## src/rtl/mem_bus_arbiter_pkg.sv

```systemverilog
// rtl/mem_bus_arbiter_pkg.sv - shared types and constants for the memory bus arbiter
// State encodings are plain constants so legacy tools can consume them.
package mem_bus_arbiter_pkg;

  localparam int IO_BIT_DEF = 22;

  typedef logic [1:0] state_t;

  localparam state_t ST_IDLE     = 2'd0;
  localparam state_t ST_RAM_WAIT = 2'd1;
  localparam state_t ST_RESP     = 2'd2;

  typedef enum logic {
    OWN_FETCH = 1'b0,
    OWN_DATA  = 1'b1
  } owner_t;

endpackage

```

## src/rtl/mem_bus_arbiter_if.sv

```systemverilog
// rtl/mem_bus_arbiter_if.sv - core, RAM and IO signals shared by the arbiter and its environment
// slave is the arbiter's view; master is the view of the core/memory side.
interface mem_bus_arbiter_if #(
  parameter int ADDR_W = 32,
  parameter int DATA_W = 32
);
  localparam int MASK_W = DATA_W / 8;

  logic              fReq;
  logic [ADDR_W-1:0] fAddr;
  logic              fGnt;
  logic              fValid;
  logic [DATA_W-1:0] fRdata;
  logic              fFault;

  logic              dReq;
  logic              dWe;
  logic [ADDR_W-1:0] dAddr;
  logic [DATA_W-1:0] dWdata;
  logic [MASK_W-1:0] dWMask;
  logic              dGnt;
  logic              dValid;
  logic [DATA_W-1:0] dRdata;

  logic              ramEn;
  logic [MASK_W-1:0] ramWMask;
  logic [ADDR_W-1:0] ramAddr;
  logic [DATA_W-1:0] ramWdata;
  logic [DATA_W-1:0] ramRdata;

  logic              ioWe;
  logic              ioRe;
  logic [ADDR_W-1:0] ioAddr;
  logic [DATA_W-1:0] ioWdata;
  logic [DATA_W-1:0] ioRdata;

  logic              busy;

  modport slave (
    input  fReq, fAddr, dReq, dWe, dAddr, dWdata, dWMask, ramRdata, ioRdata,
    output fGnt, fValid, fRdata, fFault, dGnt, dValid, dRdata,
           ramEn, ramWMask, ramAddr, ramWdata, ioWe, ioRe, ioAddr, ioWdata, busy
  );

  modport master (
    output fReq, fAddr, dReq, dWe, dAddr, dWdata, dWMask, ramRdata, ioRdata,
    input  fGnt, fValid, fRdata, fFault, dGnt, dValid, dRdata,
           ramEn, ramWMask, ramAddr, ramWdata, ioWe, ioRe, ioAddr, ioWdata, busy
  );

endinterface

```

## src/rtl/mem_bus_arbiter.sv

```systemverilog
// rtl/mem_bus_arbiter.sv - shares one RAM port and the IO space between fetch and load/store
// One transaction outstanding; grants are combinational in IDLE, read data returns via RESP.
module mem_bus_arbiter
  import mem_bus_arbiter_pkg::*;
#(
  parameter int ADDR_W     = 32,
  parameter int DATA_W     = 32,
  parameter int IO_BIT     = IO_BIT_DEF,
  parameter int MEM_LAT    = 1,
  parameter int STARVE_LIM = 4
) (
  input  logic           clk,
  input  logic           reset,
  mem_bus_arbiter_if.slave bus
);

  localparam int STREAK_W = $clog2(STARVE_LIM + 1);

  state_t              r_state;
  owner_t              r_owner;
  logic [STREAK_W-1:0] r_streak;
  logic [1:0]          r_lat_cnt;
  logic [DATA_W-1:0]   r_cap;
  logic [DATA_W-1:0]   r_f_rdata;
  logic [DATA_W-1:0]   r_d_rdata;
  logic                r_fault;

  logic w_idle;
  logic w_resp;
  logic w_f_io;
  logic w_d_io;
  logic w_starved;
  logic w_pick_f;
  logic w_pick_d;

  // Reset gates every combinational output so the bus is quiet while reset is held.
  assign w_idle    = (r_state == ST_IDLE) && !reset;
  assign w_resp    = (r_state == ST_RESP) && !reset;
  assign w_f_io    = bus.fAddr[IO_BIT];
  assign w_d_io    = bus.dAddr[IO_BIT];
  assign w_starved = (r_streak == STREAK_W'(STARVE_LIM));
  assign w_pick_f  = w_idle && bus.fReq && (!bus.dReq || w_starved);
  assign w_pick_d  = w_idle && bus.dReq && !w_pick_f;

  always_comb begin
    bus.fGnt     = w_pick_f;
    bus.dGnt     = w_pick_d;
    bus.ramEn    = 1'b0;
    bus.ramWMask = '0;
    bus.ramAddr  = '0;
    bus.ramWdata = '0;
    bus.ioWe     = 1'b0;
    bus.ioRe     = 1'b0;
    bus.ioAddr   = '0;
    bus.ioWdata  = '0;
    // A fetch into the IO region never touches the IO space; it only faults.
    if (w_pick_f && !w_f_io) begin
      bus.ramEn   = 1'b1;
      bus.ramAddr = bus.fAddr;
    end
    if (w_pick_d) begin
      if (w_d_io) begin
        bus.ioAddr = bus.dAddr;
        bus.ioWe   = bus.dWe;
        bus.ioRe   = !bus.dWe;
        if (bus.dWe) begin
          bus.ioWdata = bus.dWdata;
        end
      end else begin
        bus.ramEn   = 1'b1;
        bus.ramAddr = bus.dAddr;
        if (bus.dWe) begin
          bus.ramWMask = bus.dWMask;
          bus.ramWdata = bus.dWdata;
        end
      end
    end
  end

  assign bus.fValid = w_resp && (r_owner == OWN_FETCH);
  assign bus.dValid = w_resp && (r_owner == OWN_DATA);
  assign bus.fFault = bus.fValid && r_fault;
  assign bus.fRdata = bus.fValid ? r_cap : r_f_rdata;
  assign bus.dRdata = bus.dValid ? r_cap : r_d_rdata;
  assign bus.busy   = (r_state != ST_IDLE) && !reset;

  always_ff @(posedge clk) begin
    if (reset) begin
      r_state   <= ST_IDLE;
      r_owner   <= OWN_FETCH;
      r_streak  <= '0;
      r_lat_cnt <= '0;
      r_cap     <= '0;
      r_f_rdata <= '0;
      r_d_rdata <= '0;
      r_fault   <= 1'b0;
    end else begin
      if (!bus.fReq || w_pick_f) begin
        r_streak <= '0;
      end else if (w_pick_d && !w_starved) begin
        r_streak <= r_streak + STREAK_W'(1);
      end

      case (r_state)
        ST_IDLE: begin
          if (w_pick_f) begin
            r_owner <= OWN_FETCH;
            if (w_f_io) begin
              r_fault <= 1'b1;
              r_cap   <= '0;
              r_state <= ST_RESP;
            end else begin
              r_fault   <= 1'b0;
              r_lat_cnt <= 2'(MEM_LAT - 1);
              r_state   <= ST_RAM_WAIT;
            end
          end else if (w_pick_d && !bus.dWe) begin
            r_owner <= OWN_DATA;
            r_fault <= 1'b0;
            if (w_d_io) begin
              r_cap   <= bus.ioRdata;
              r_state <= ST_RESP;
            end else begin
              r_lat_cnt <= 2'(MEM_LAT - 1);
              r_state   <= ST_RAM_WAIT;
            end
          end
        end
        ST_RAM_WAIT: begin
          if (r_lat_cnt == 2'd0) begin
            r_cap   <= bus.ramRdata;
            r_state <= ST_RESP;
          end else begin
            r_lat_cnt <= r_lat_cnt - 2'd1;
          end
        end
        ST_RESP: begin
          r_state <= ST_IDLE;
          if (r_owner == OWN_FETCH) begin
            r_f_rdata <= r_cap;
          end else begin
            r_d_rdata <= r_cap;
          end
        end
        default: r_state <= ST_IDLE;
      endcase
    end
  end

endmodule

```

## src/flat_wrapper.sv

```systemverilog
// flat-port wrapper written by rule: the top's interface ports become plain ports
module mem_bus_arbiter_flat import mem_bus_arbiter_pkg::*;
#(
  parameter int ADDR_W     = 32,
  parameter int DATA_W     = 32,
  parameter int IO_BIT     = IO_BIT_DEF,
  parameter int MEM_LAT    = 1,
  parameter int STARVE_LIM = 4
)
  (clk, reset, bus_fReq, bus_fAddr, bus_dReq, bus_dWe, bus_dAddr, bus_dWdata, bus_dWMask, bus_ramRdata, bus_ioRdata, bus_fGnt, bus_fValid, bus_fRdata, bus_fFault, bus_dGnt, bus_dValid, bus_dRdata, bus_ramEn, bus_ramWMask, bus_ramAddr, bus_ramWdata, bus_ioWe, bus_ioRe, bus_ioAddr, bus_ioWdata, bus_busy);
  mem_bus_arbiter_if #(.ADDR_W(ADDR_W), .DATA_W(DATA_W)) bus_i ();
  input  logic clk;
  input  logic reset;
  input wire logic [$bits(bus_i.fReq)-1:0] bus_fReq;
  input wire logic [$bits(bus_i.fAddr)-1:0] bus_fAddr;
  input wire logic [$bits(bus_i.dReq)-1:0] bus_dReq;
  input wire logic [$bits(bus_i.dWe)-1:0] bus_dWe;
  input wire logic [$bits(bus_i.dAddr)-1:0] bus_dAddr;
  input wire logic [$bits(bus_i.dWdata)-1:0] bus_dWdata;
  input wire logic [$bits(bus_i.dWMask)-1:0] bus_dWMask;
  input wire logic [$bits(bus_i.ramRdata)-1:0] bus_ramRdata;
  input wire logic [$bits(bus_i.ioRdata)-1:0] bus_ioRdata;
  output wire logic [$bits(bus_i.fGnt)-1:0] bus_fGnt;
  output wire logic [$bits(bus_i.fValid)-1:0] bus_fValid;
  output wire logic [$bits(bus_i.fRdata)-1:0] bus_fRdata;
  output wire logic [$bits(bus_i.fFault)-1:0] bus_fFault;
  output wire logic [$bits(bus_i.dGnt)-1:0] bus_dGnt;
  output wire logic [$bits(bus_i.dValid)-1:0] bus_dValid;
  output wire logic [$bits(bus_i.dRdata)-1:0] bus_dRdata;
  output wire logic [$bits(bus_i.ramEn)-1:0] bus_ramEn;
  output wire logic [$bits(bus_i.ramWMask)-1:0] bus_ramWMask;
  output wire logic [$bits(bus_i.ramAddr)-1:0] bus_ramAddr;
  output wire logic [$bits(bus_i.ramWdata)-1:0] bus_ramWdata;
  output wire logic [$bits(bus_i.ioWe)-1:0] bus_ioWe;
  output wire logic [$bits(bus_i.ioRe)-1:0] bus_ioRe;
  output wire logic [$bits(bus_i.ioAddr)-1:0] bus_ioAddr;
  output wire logic [$bits(bus_i.ioWdata)-1:0] bus_ioWdata;
  output wire logic [$bits(bus_i.busy)-1:0] bus_busy;
  assign bus_i.fReq = bus_fReq;
  assign bus_i.fAddr = bus_fAddr;
  assign bus_i.dReq = bus_dReq;
  assign bus_i.dWe = bus_dWe;
  assign bus_i.dAddr = bus_dAddr;
  assign bus_i.dWdata = bus_dWdata;
  assign bus_i.dWMask = bus_dWMask;
  assign bus_i.ramRdata = bus_ramRdata;
  assign bus_i.ioRdata = bus_ioRdata;
  assign bus_fGnt = bus_i.fGnt;
  assign bus_fValid = bus_i.fValid;
  assign bus_fRdata = bus_i.fRdata;
  assign bus_fFault = bus_i.fFault;
  assign bus_dGnt = bus_i.dGnt;
  assign bus_dValid = bus_i.dValid;
  assign bus_dRdata = bus_i.dRdata;
  assign bus_ramEn = bus_i.ramEn;
  assign bus_ramWMask = bus_i.ramWMask;
  assign bus_ramAddr = bus_i.ramAddr;
  assign bus_ramWdata = bus_i.ramWdata;
  assign bus_ioWe = bus_i.ioWe;
  assign bus_ioRe = bus_i.ioRe;
  assign bus_ioAddr = bus_i.ioAddr;
  assign bus_ioWdata = bus_i.ioWdata;
  assign bus_busy = bus_i.busy;
  mem_bus_arbiter #(.ADDR_W(ADDR_W), .DATA_W(DATA_W), .IO_BIT(IO_BIT), .MEM_LAT(MEM_LAT), .STARVE_LIM(STARVE_LIM)) u_core (.clk(clk), .reset(reset), .bus(bus_i));
endmodule
```

## config.mk

```make
export PLATFORM = sky130hd
export DESIGN_NAME = mem_bus_arbiter_flat
export DESIGN_NICKNAME = d
export VERILOG_FILES = /design/src/rtl/mem_bus_arbiter_pkg.sv /design/src/rtl/mem_bus_arbiter_if.sv /design/src/rtl/mem_bus_arbiter.sv /design/src/flat_wrapper.sv
export SDC_FILE = /design/constraint.sdc
export NUM_CORES = 1
export LEC_CHECK = 0
export CAP_MARGIN = 10
export CORE_MARGIN = 3
export CORE_UTILIZATION = 30
export DETAILED_ROUTE_END_ITERATION = 10
export PLACE_DENSITY = 0.68
export SLEW_MARGIN = 5
export SYNTH_ARGS = -nofsm -noshare
export SYNTH_HDL_FRONTEND = slang
export SYNTH_SLANG_ARGS = --single-unit
```

## constraint.sdc

```tcl
create_clock -name clk -period 2.4 [get_ports clk]
set_input_delay 0.24 -clock clk [delete_from_list [all_inputs] [get_ports clk]]
set_output_delay 0.24 -clock clk [all_outputs]
set_load 0.1 [all_outputs]
```

-- Word-level counts from Yosys, hierarchy flattened
Index checks and enable logic that the tools add are counted.
- flip-flop bits (word level): 105
- bits of input ports: 169
- logic and storage cells: 100
- add/subtract/negate cells: 2
- equality and inequality tests: 10
- muxes and demuxes: 45
- bitwise logic cells: 1
- reduce and logical (&&, ||, !) cells: 34
- operators with widths (operator ; count):
    $mux W32 ; 17
    $pmux W32 S2 ; 1
    $mux W2 ; 10
    $logic_and A1 B1 Y1 ; 13
    $mux W1 ; 12
    $mux W4 ; 3
    $reduce_and A5 Y1 ; 2
    $ne A3 B2 Y1 const B ; 3
    $pmux W2 S2 ; 2
    $reduce_and A2 Y1 ; 4
    $logic_not A1 Y1 ; 7
    $ne A3 B3 Y1 const B ; 2
    $reduce_bool A2 Y1 ; 3
    $logic_not A2 Y1 ; 2
    $add A3 B1 Y3 const B ; 1
    $eq A3 B3 Y1 const B ; 1
    $eq A2 B1 Y1 const B ; 1
    $eq A2 B2 Y1 const B ; 1
    $logic_or A1 B1 Y1 ; 2
    $ne A2 B1 Y1 const B ; 1
    $ne A2 B2 Y1 const B ; 1
    $reduce_or A2 Y1 ; 1
    $sub A2 B1 Y2 const B ; 1
    $not A1 Y1 ; 1

-- Logic depth before layout (Yosys ltp)
Gate-level depths: netlist of the first run.
- depth after elaboration: 10
- depth in mapped cells: 9
- mapped depth without buffers: 7

-- Least setup slack after synthesis of the first run
No wires, ideal clock.
- kind: register to output
- start: register u_core.r_streak[0]
- end: output bus_ioRe
- data arrival time: 3.113 ns
- data required time: 2.160 ns
- setup slack: -0.953 ns
- cell stages (with the launch flop): 10
- cells stage by stage: dfxtp_1 > inv_1 > ha_1 > a21bo_2 > nand2_1 > inv_2 > nor3b_2 > buf_4 > buf_4 > nor2b_1
- longest elaborated chain between the ends: 6
- RTL lines (item ; RTL line ; text):
    start, declared ; mem_bus_arbiter.sv:21 ; logic [STREAK_W-1:0] r_streak;
    start signal, assigned ; mem_bus_arbiter.sv:101 ; r_streak <= r_streak + STREAK_W'(1);
    $eq A3 B3 Y1 ; mem_bus_arbiter.sv:41 ; assign w_starved = (r_streak == STREAK_W'(STARVE_LIM));
    $logic_or A1 B1 Y1 ; mem_bus_arbiter.sv:42 ; assign w_pick_f = w_idle && bus.fReq && (!bus.dReq || w_starved);
    $logic_and A1 B1 Y1 ; mem_bus_arbiter.sv:42 ;
    net bus_fGnt ; flat_wrapper.sv:23 ; output wire logic [$bits(bus_i.fGnt)-1:0] bus_fGnt;
    $logic_not A1 Y1 ; mem_bus_arbiter.sv:43 ; assign w_pick_d = w_idle && bus.dReq && !w_pick_f;
    $logic_and A1 B1 Y1 ; mem_bus_arbiter.sv:43 ;
    $mux W1 ; mem_bus_arbiter.sv:61 ; if (w_pick_d) begin
    end, declared ; flat_wrapper.sv:35 ; output wire logic [$bits(bus_i.ioRe)-1:0] bus_ioRe;
The timed path passes the listed nets, and every way through them passes these cells.

-- Final worst setup path of the first run
- start: register u_core.r_state[0]
- end: output bus_ioWdata[10]
- longest elaborated chain between the ends: 7
- elaborated cells on any way between the ends: 8
- RTL lines (item ; RTL line ; text):
    start, declared ; mem_bus_arbiter.sv:19 ; state_t r_state;
    start signal, assigned ; mem_bus_arbiter.sv:89 ; r_state <= ST_IDLE;
    start signal, assigned ; mem_bus_arbiter.sv:111 ; r_state <= ST_RESP;
    start signal, assigned ; mem_bus_arbiter.sv:115 ; r_state <= ST_RAM_WAIT;
    $logic_not A2 Y1 * ; mem_bus_arbiter.sv:37 ; assign w_idle = (r_state == ST_IDLE) && !reset;
    $logic_and A1 B1 Y1 * ; mem_bus_arbiter.sv:37 ;
    $logic_and A1 B1 Y1 (2 in a row) ; mem_bus_arbiter.sv:42 ;
    $logic_not A1 Y1 ; mem_bus_arbiter.sv:43 ;
    $logic_and A1 B1 Y1 * ; mem_bus_arbiter.sv:43 ;
    $mux W32 * ; mem_bus_arbiter.sv:61 ;
    end, declared ; flat_wrapper.sv:37 ; output wire logic [$bits(bus_i.ioWdata)-1:0] bus_ioWdata;
Every way passes the cells marked *; elsewhere a longest branch is shown, timed or not.

==> results of run 1 <==
==> cells by family after synthesis <==
family | synth area share [%]
compound gates | 29.8
simple gates | 14.9
flops | 35.5
buf+inv | 6.58
mux | 12.3
fa+ha+maj | 0.634
other cells | 0.0634
xor+xnor | 0.148
==> power groups by stage <==
stage	Clock, mW	Combinational, mW	Sequential, mW
CTS	1.51	1.94	1.86
global placement	0	1.81	1.90
detailed placement	0	1.82	1.91
global route	1.58	2.06	1.88
floorplan	0	0.992	1.89
finish	1.49	2.01	1.87
==> how the worst max path moves through the flow <==
stage / endpoint / slack, ns / depth (start not counted)
2_1_floorplan: bus_ioAddr[23] / -0.26 / 8
3_3_place_gp: bus_ioWdata[4] / -0.08 / 6
3_5_place_dp: bus_ioWdata[4] / -0.12 / 6
4_1_cts: bus_ioWdata[4] / -0.17 / 7
5_1_grt: bus_ioWdata[9] / -0.25 / 7
6_report: bus_ioWdata[10] / -0.18 / 7
==> per-stage QoR <==
step | worst slack, ns | area, sq um | util, % | hold WS, ns | setup TNS, ns
after floorplan | -0.263 | 6350 | - | 0.376 | -5.33
final | -0.178 | 14100 | 73.9 | 0.239 | -13.47
after global placement | -0.0824 | 12400 | 65.4 | 0.451 | -4.11
after global routing | -0.251 | 14100 | 73.9 | 0.252 | -23.58
after CTS | -0.168 | 13500 | 71.1 | 0.211 | -21.52
after detailed placement | -0.122 | 12400 | 65.4 | 0.452 | -6.55
==> flip-flops by register name (all words and copies together) (netlist names) <==
register          flops
u_core.r_cap         32
u_core.r_d_rdata     32
u_core.r_f_rdata     32
u_core.r_streak       3
u_core.r_lat_cnt      2
u_core.r_state        2
u_core.r_fault        1
u_core.r_owner        1
==> cell usage in the layout, fill, tap and decap left out, drive strengths merged, types with 3 or more instances in the layout <==
cell	instances
buf	278
clkdlybuf4s50	166
dfxtp	105
a22o	95
and3	69
mux2	64
and2	33
a22oi	32
a31oi	32
a211oi	32
clkbuf	16
nor2	15
inv	9
nand2	5
a21oi	5
nand3b	3
or3	3
clkinv	3
nand2b	3
nor2b	3
ha	3
==> layer usage <==
metal	vias to the layer above	GRT usage, %	part of all wire [%]
met4	10	8.80	3.4
met3	82	10.3	9.0
li1	3107	-	-
met1	3499	36.7	38
met2	357	52.8	49
met5	-	0	0.17
==> worst reg2reg max path, stage by stage (launching register included) <==
cell and delay, ns:
dfxtp_4 0.37, buf_4 0.14, buf_4 0.14, nand2b_1 0.13, nor2_1 0.07, nor2_2 0.58
buf_4 0.42, a22o_1 0.19
==> cell type report <==
class | count | share of cell area [%]
inverters | 7 | 0.205
clock buffers | 9 | 1.60
multi-input cells | 418 | 30.5
repair buffers | 452 | 49.7
well taps | 260 | 2.31
flip-flops and latches | 105 | 15.0
clock inverters | 7 | 0.596
==> repair_timing <==
action	in CTS	in global routing
resized for setup	49	82
cloned	15	9
endpoints found under the setup margin	198	199
setup buffers	19	13
pin swaps	17	13
==> impl_metrics.env, run 1 <==
export IMPL_status="finished with violations"
export IMPL_violations="setup timing"
export IMPL_clk_pin_slew_ns=0.08
export IMPL_grt_pass1_vias=7034
export IMPL_cts_hold_buffers=0
export IMPL_dp_cells=1190
export IMPL_vias=7055
export IMPL_fillers=1288
export IMPL_clock_latency_ns=0.36
export IMPL_dr_first_iter_drc_count=407
export IMPL_finalWirelength_um=36300
export IMPL_cp_slowest_cell="or4b_4"
export IMPL_cpMostUsedCell="buf_12"
export IMPL_synth_top_area_share_pct=35.5
export IMPL_slew_headroom_pct=49.5
export IMPL_r2r_end="u_core.r_f_rdata[20]$_SDFFE_PP0P_"
export IMPL_ys_warnings_count=0
export IMPL_swShare_pct=36.5
export IMPL_critPathKind="flop to output port"
export IMPL_multi_input_area_sq_um=4300
export IMPL_cp_buffers_inverters=4
export IMPL_required_ns=2.16
export IMPL_maxCapViolCount=0
export IMPL_cts_tree="yes"
export IMPL_ios=374
export IMPL_nets=1165
export IMPL_critPathTopFamily="simple AND/OR/NAND/NOR gates"
export IMPL_cts_made_buffers=9
export IMPL_synth_area_leaders="dfxtp_1, a22o_1, mux2_2, and3_1, a211oi_2"
export IMPL_yosysTopAreaCell="dfxtp_1"
export IMPL_syn_area_sq_um=5920
export IMPL_ys_seq_elements=105
export IMPL_cts_num_sinks=105
export IMPL_gr_total_overflow=0
export IMPL_internal_power_mw=3.41
export IMPL_p_comb_share_pct=37.4
export IMPL_cp_data_arrival_time_ns=2.34
export IMPL_portBuffers=372
export IMPL_power_density_nw_per_um2=382
export IMPL_hold_end="u_core.r_fault$_SDFFE_PP0P_"
export IMPL_area_growth_pct=138
export IMPL_root_buffer="clkbuf_16"
export IMPL_ant_nets=0
export IMPL_min_path_cells=2
export IMPL_drc=0
export IMPL_max_freq_ghz=0.388
export IMPL_critPathMaxFanout=8
export IMPL_power_leakage_nw=5.65
export IMPL_htreeDepth=3
export IMPL_grt_pass1_wl_um=49300
export IMPL_rsz0062_at_grt="true"
export IMPL_cpPeakStageDelay_ns=0.58
export IMPL_synth_nets=775
export IMPL_finalSetupViolCount=141
export IMPL_antenna_cells=0
export IMPL_syn_instance_count=603
export IMPL_synth_edf_count=0
export IMPL_crit_chain="or4b_4 > nor3b_4 > buf_12 > buf_12 > buf_16 > and3_4 > buf_12"
export IMPL_hpwl_um=24500
export IMPL_synth_flop_cell="dfxtp_1"
export IMPL_avgRoutedWirePerCell_um=28.9
export IMPL_maxSlewViolCount=0
export IMPL_die_h_um=146
export IMPL_hold_path_class="primary input to flop"
export IMPL_dieArea_sq_um=21400
export IMPL_hold_violations=0
export IMPL_period_share_pct=107
export IMPL_min_period_ns=2.58
export IMPL_cp_end_kind="output port"
export IMPL_start_util_pct=31.1
export IMPL_start_kind="flop"
export IMPL_crit_path_start="u_core.r_state[0]$_SDFFE_PP0P_"
export IMPL_antenna_found_initial=6
export IMPL_core_sq_um=19000
export IMPL_yosys_cell_count_top_type="dfxtp_1"
export IMPL_synth_async_reset_ratio_pct=0
export IMPL_gp_congestion=0.924
export IMPL_irDropWorstVdd_mv=0.303
export IMPL_yosysSeqAreaShare_pct=35.5
export IMPL_seqPwrFrac_pct=34.8
export IMPL_seqCellArea_sq_um=2110
export IMPL_avgSynthCellArea_sq_um=9.81
export IMPL_r2r_slack_ns=0.30
export IMPL_num_rows=50
export IMPL_skew_ns=0.0153
export IMPL_layoutNonFillerInstCount=1258
export IMPL_viasPerCell=5.61
export IMPL_synth_cell_types=43
export IMPL_power_total_mw=5.38
export IMPL_r2r_start="u_core.r_state[1]$_SDFFE_PP0P_"
export IMPL_hold_start="reset"
export IMPL_rr_worst_depth=7
export IMPL_die_w_um=146
export IMPL_firstDrtPassIters=5
export IMPL_netlist_top_cells_count="dfxtp_1, a22o_1, and3_1, mux2_2, clkbuf_1"
export IMPL_worst_slack_ns=-0.178
export IMPL_ctsLongestPathBuffers=2
export IMPL_layout_drive_gt1_share_pct=55.7
export IMPL_grt_max_degree=73
export IMPL_pwr_share_clk_pct=27.8
export IMPL_tightest_slew_ns=0.757
export IMPL_switchingPower_mw=1.96
export IMPL_grtUsageTotal_pct=30.8
(Power assumes the default switching activity.)
==> run 2: changes to the inputs <==
--- a/config.mk
+++ b/config.mk
@@ -8,6 +8,7 @@
 export CAP_MARGIN = 10
 export CORE_MARGIN = 3
 export CORE_UTILIZATION = 30
+export CTS_CLUSTER_DIAMETER = 80
 export DETAILED_ROUTE_END_ITERATION = 10
 export PLACE_DENSITY = 0.68
 export SLEW_MARGIN = 5
==> results of run 2 <==
No change in the layout: final DEF, timing and power equal those of run 1.
